==> src/rtl/apple_spawn_ctrl.sv <==
// Apple placement controller: samples a random candidate cell, scans the snake body
// for a collision, and commits the apple or retries up to MAX_RETRY times.
module apple_spawn_ctrl #(
  parameter int unsigned              H_LOGIC_WIDTH = 5,
  parameter int unsigned              V_LOGIC_WIDTH = 5,
  parameter logic [H_LOGIC_WIDTH-1:0] H_LOGIC_MAX   = 5'd31,
  parameter logic [V_LOGIC_WIDTH-1:0] V_LOGIC_MAX   = 5'd23,
  parameter logic [3:0]               MAX_RETRY     = 4'd15
) (
  input  logic                     clk,
  input  logic                     rst,
  input  logic                     eat,
  input  logic [9:0]               length,
  input  logic [H_LOGIC_WIDTH-1:0] cand_x,
  input  logic [V_LOGIC_WIDTH-1:0] cand_y,
  output logic                     body_rd,
  output logic [9:0]               body_addr,
  input  logic [H_LOGIC_WIDTH-1:0] body_x,
  input  logic [V_LOGIC_WIDTH-1:0] body_y,
  output logic [H_LOGIC_WIDTH-1:0] appleX,
  output logic [V_LOGIC_WIDTH-1:0] appleY,
  output logic                     busy,
  output logic                     spawned,
  output logic                     fail
);

  typedef enum logic [2:0] {
    IDLE   = 3'd0,
    SAMPLE = 3'd1,
    READ   = 3'd2,
    CHECK  = 3'd3,
    COMMIT = 3'd4
  } state_t;

  localparam logic [H_LOGIC_WIDTH-1:0] APPLE_X_RST = H_LOGIC_WIDTH'(15);
  localparam logic [V_LOGIC_WIDTH-1:0] APPLE_Y_RST = V_LOGIC_WIDTH'(15);

  state_t                     state_r, state_s;
  logic                       req_r;
  logic [H_LOGIC_WIDTH-1:0]   cand_x_r;
  logic [V_LOGIC_WIDTH-1:0]   cand_y_r;
  logic [9:0]                 len_r;
  logic [9:0]                 index_r, index_s;
  logic [3:0]                 retry_r, retry_s;
  logic [H_LOGIC_WIDTH-1:0]   apple_x_r, apple_x_s;
  logic [V_LOGIC_WIDTH-1:0]   apple_y_r, apple_y_s;
  logic                       busy_r, spawned_r, fail_r, body_rd_r;
  logic [9:0]                 body_addr_r;
  logic                       in_range_s, reject_s, fail_s;

  // Wide compare so a maximum equal to the full coordinate range stays well-formed.
  assign in_range_s = (32'(cand_x) <= 32'(H_LOGIC_MAX)) && (32'(cand_y) <= 32'(V_LOGIC_MAX));

  // State register.
  always_ff @(posedge clk or negedge rst) begin
    if (!rst) begin
      state_r <= IDLE;
    end else begin
      state_r <= state_s;
    end
  end

  // Next-state, scan index, retry count and apple update.
  always_comb begin
    state_s   = state_r;
    index_s   = index_r;
    retry_s   = retry_r;
    apple_x_s = apple_x_r;
    apple_y_s = apple_y_r;
    reject_s  = 1'b0;
    fail_s    = 1'b0;
    case (state_r)
      IDLE: begin
        if (req_r) begin
          state_s = SAMPLE;
          retry_s = 4'd0;
        end else begin
          state_s = IDLE;
        end
      end
      SAMPLE: begin
        if (!in_range_s) begin
          reject_s = 1'b1;
        end else if (length == 10'd0) begin
          state_s   = COMMIT;
          apple_x_s = cand_x;
          apple_y_s = cand_y;
        end else begin
          state_s = READ;
          index_s = 10'd0;
        end
      end
      READ: begin
        state_s = CHECK;
      end
      CHECK: begin
        if ((body_x == cand_x_r) && (body_y == cand_y_r)) begin
          reject_s = 1'b1;
        end else if (index_r == (len_r - 10'd1)) begin
          state_s   = COMMIT;
          apple_x_s = cand_x_r;
          apple_y_s = cand_y_r;
        end else begin
          state_s = READ;
          index_s = index_r + 10'd1;
        end
      end
      COMMIT: begin
        state_s = IDLE;
      end
      default: begin
        state_s = IDLE;
      end
    endcase
    // A rejection either retries with a fresh candidate or gives up.
    if (reject_s) begin
      if (retry_r == MAX_RETRY) begin
        fail_s  = 1'b1;
        state_s = IDLE;
      end else begin
        retry_s = retry_r + 4'd1;
        state_s = SAMPLE;
      end
    end else begin
      fail_s = 1'b0;
    end
  end

  // Datapath registers and registered outputs.
  always_ff @(posedge clk or negedge rst) begin
    if (!rst) begin
      req_r       <= 1'b0;
      cand_x_r    <= '0;
      cand_y_r    <= '0;
      len_r       <= 10'd0;
      index_r     <= 10'd0;
      retry_r     <= 4'd0;
      apple_x_r   <= APPLE_X_RST;
      apple_y_r   <= APPLE_Y_RST;
      busy_r      <= 1'b0;
      spawned_r   <= 1'b0;
      fail_r      <= 1'b0;
      body_rd_r   <= 1'b0;
      body_addr_r <= 10'd0;
    end else begin
      // The request flag is only armed while idle, so eat is ignored mid-scan.
      if (state_r == IDLE) begin
        req_r <= eat & ~req_r;
      end else begin
        req_r <= 1'b0;
      end
      if (state_r == SAMPLE) begin
        cand_x_r <= cand_x;
        cand_y_r <= cand_y;
        len_r    <= length;
      end else begin
        cand_x_r <= cand_x_r;
        cand_y_r <= cand_y_r;
        len_r    <= len_r;
      end
      index_r   <= index_s;
      retry_r   <= retry_s;
      apple_x_r <= apple_x_s;
      apple_y_r <= apple_y_s;
      busy_r    <= (state_s != IDLE);
      spawned_r <= (state_s == COMMIT);
      fail_r    <= fail_s;
      body_rd_r <= (state_s == READ);
      if (state_s == READ) begin
        body_addr_r <= index_s;
      end else begin
        body_addr_r <= body_addr_r;
      end
    end
  end

  assign appleX    = apple_x_r;
  assign appleY    = apple_y_r;
  assign busy      = busy_r;
  assign spawned   = spawned_r;
  assign fail      = fail_r;
  assign body_rd   = body_rd_r;
  assign body_addr = body_addr_r;

endmodule

==> config.mk <==
export PLATFORM = sky130hd
export DESIGN_NAME = apple_spawn_ctrl
export DESIGN_NICKNAME = d
export VERILOG_FILES = /design/src/rtl/apple_spawn_ctrl.sv
export SDC_FILE = /design/constraint.sdc
export NUM_CORES = 1
export LEC_CHECK = 0
export CORE_MARGIN = 5
export CORE_UTILIZATION = 30
export DETAILED_ROUTE_END_ITERATION = 8
export GPL_ROUTABILITY_DRIVEN = 0
export PLACE_DENSITY = 0.6
export SETUP_SLACK_MARGIN = 0.4
export SLEW_MARGIN = 40
export SYNTH_ARGS = -nofsm -noshare
export SYNTH_HDL_FRONTEND = slang
export SYNTH_SLANG_ARGS = --single-unit
==> constraint.sdc <==
create_clock -name clk -period 5.8 [get_ports clk]
set_input_delay 0.87 -clock clk [delete_from_list [all_inputs] [get_ports clk]]
set_output_delay 0.87 -clock clk [all_outputs]
set_load 0.005 [all_outputs]
==> impl_metrics.json <==
{
  "synth_area_leaders": "dfrtp_1, mux2_2, dfstp_2, xor2_1, mux2i_1",
  "worstSetupPathType": "in2reg",
  "postCtsSetupRepairBufs": 0,
  "powerDensity_nw_per_um2": 448.3,
  "wl_met3_um": 532,
  "hold_path.class": "reg2reg",
  "cp_cell_sequence": "clkdlybuf4s50_1 > or4_1 > nor4_2 > nand3b_1 > nand3_1 > o211a_1 > or3_1",
  "clock_skew_ns": 0.009269,
  "holdBufCountCts": 0,
  "timing.fmax_ghz": 0.3168,
  "route.detailed.wl_per_inst_um": 15.07,
  "reg2regPathDepth": 9,
  "synth_cells": 296,
  "cpMaxStageDelayCell": "or4_1",
  "slew_viol_final": 0,
  "dp.cells": 480,
  "synth_top_area_share_pct": 41.36,
  "hold_path_depth": 1,
  "yosysWarnings": 0,
  "clk_pin_slew_ns": 0.07,
  "ctsResizeCount": 0,
  "cts_tree": "yes",
  "area_growth_pct": 26.85,
  "track_usage_pct": 12.16,
  "dr.max_layer_used": "met4",
  "met1_length_um": 3448,
  "nFillCells": 1091,
  "rows": 38,
  "cp_num_buf_inv": 1,
  "outcome": "completed",
  "netlist-cell-type-count": 52,
  "htreeDepth": 3,
  "ys_async_sr_fraction_pct": 100.0,
  "p_leak_nw": 1.764,
  "syn-mean-instance-area_um2": 11.04,
  "start_kind": "input port",
  "yosys-top-cells-count": "dfrtp_1, mux2_2, nand2_1",
  "r2r-start": "len_r[0]",
  "antenna_found_initial": 0,
  "wl_met2_um": 3414,
  "via_per_inst": 4.808,
  "syn-num-nets": 332,
  "final_cells": 496,
  "fin_util_pct": 38.57,
  "min_from": "appleY[4]",
  "clock_path_buffers": 2,
  "synth_flop_cell": "dfrtp_1",
  "fin_crit_ns": 3.156,
  "clkSinkCount": 62,
  "cap_violations": 0,
  "routed_wl_um": 7474,
  "critPathMaxStageDelay_ns": 0.54,
  "cts_buffers": 9,
  "port_buffers": 56,
  "initial_core_util_pct": 30.40,
  "hpwl_um": 5483,
  "ir_worst_vdd_uv": 180.7,
  "grt_overflow": 0,
  "core_area_um2": 10750,
  "drtPass1Iterations": 4,
  "r2r_slack_ns": 2.93,
  "r2r_end": "appleX[4]",
  "synth_area_um2": 3267,
  "cp_max_fo": 13,
  "ys_seq_area_share_pct": 47.80,
  "ant_nets": 0,
  "worst_hold_slack_ns": 0.4906,
  "required_ns": 6.03,
  "io_pins": 57,
  "hold_viol_final": 0,
  "die_h_um": 114.4,
  "slew_headroom_pct": 54.10,
  "drc": 0,
  "num_vias": 2385,
  "hold-path-endpoint": "appleY[4]",
  "layout-drive-gt1-share_pct": 17.98,
  "worst_pin_slew_ns": 0.6885,
  "setup_viol": 0,
  "final_nets": 387,
  "fin_crit_sh_pct": 54.42,
  "root_buffer": "clkbuf_8",
  "die_x_um": 114.4,
  "die-area_um2": 13080,
  "grt_start_max_net_pins": 63,
  "synth.largest_area_cell": "dfrtp_1",
  "synth.most_common_cell": "dfrtp_1",
  "endpoint_kind": "flop",
  "setup_tns_ns": 0,
  "cp_top_family": "simple AND/OR/NAND/NOR gates",
  "synth_seq_cells": 62,
  "grt_pass1_vias": 2478,
  "antenna_cells": 0,
  "rsz0062_at_grt": "false",
  "synth_edf_count": 0,
  "cp.arrival_ns": 3.39,
  "clock_latency_ns": 0.35,
  "first_iter_violations": 97,
  "grt_pass1_wl_um": 12450
}
-- flip-flops by register name (all words and copies together), names as in the netlist --
register   count
busy           1
index_r       10
req_r          1
retry_r        4
cand_y_r       5
cand_x_r       5
body_rd        1
appleX         5
spawned        1
state_r        3
appleY         5
len_r         10
fail           1
body_addr     10
-- kinds of logic after synthesis --
kind of cell / synth area share [%]
compound gates: 9.537
xor+xnor: 6.166
fa+ha+maj: 1.149
buf+inv: 3.026
flops: 47.80
mux: 16.81
simple gates: 15.51
-- metrics by stage --
stage,total power [W],setup slack (ns),area [um^2]
after floorplan,0.001248,3.177,3267
after global placement,0.001470,2.367,3944
after detailed placement,0.001490,2.258,3944
after CTS,0.001883,2.636,4140
after global routing,0.002001,2.528,4144
final,0.001858,2.644,4144
-- routing by layer --
metal  GRT usage, %  vias up
li1               -     1169
met4          3.167        0
met1          15.42     1151
met2          18.74       58
met5              0        -
met3          5.708        7
-- power by group --
group	internal, W	total [W]	switching (W)
Sequential	0.000589	0.000737	0.000148
Clock	0.000223	0.000385	0.000162
Combinational	0.000390	0.000736	0.000346
Total	0.00120	0.00186	0.000656
-- area by class of cell --
| cell class | count | area [um^2] | share of cell area, % |
|---|---|---|---|
| Clock buffer | 15 | 166.4 | 4.016 |
| Multi-Input combinational cell | 212 | 1607 | 38.77 |
| Tap cell | 140 | 175.2 | 4.227 |
| Inverter | 8 | 30.03 | 0.7246 |
| Timing Repair Buffer | 58 | 574.3 | 13.86 |
| Clock inverter | 1 | 30.03 | 0.7246 |
| Sequential cell | 62 | 1562 | 37.68 |
-- cell usage in the layout (no fill, tap or decap), types with 10 or more instances in the layout --
master	synthesis	final
clkdlybuf4s50_1	0	55
dfrtp_1	54	54
xor2_1	15	15
o21ai_0	13	13
mux2_2	31	31
mux2i_1	11	11
clkbuf_8	0	11
nor2_1	10	10
nand3_1	17	17
nand2_1	25	25
-- how the worst max path moves through the flow --
stage,cells past startpoint,end,start
finish,7,busy,length[5]
global route,7,busy,length[5]
CTS,7,busy,length[5]
detailed placement,7,busy,length[5]
global placement,7,busy,length[5]
floorplan,6,busy,length[5]
Note: power is estimated with default switching activity, not from simulation.
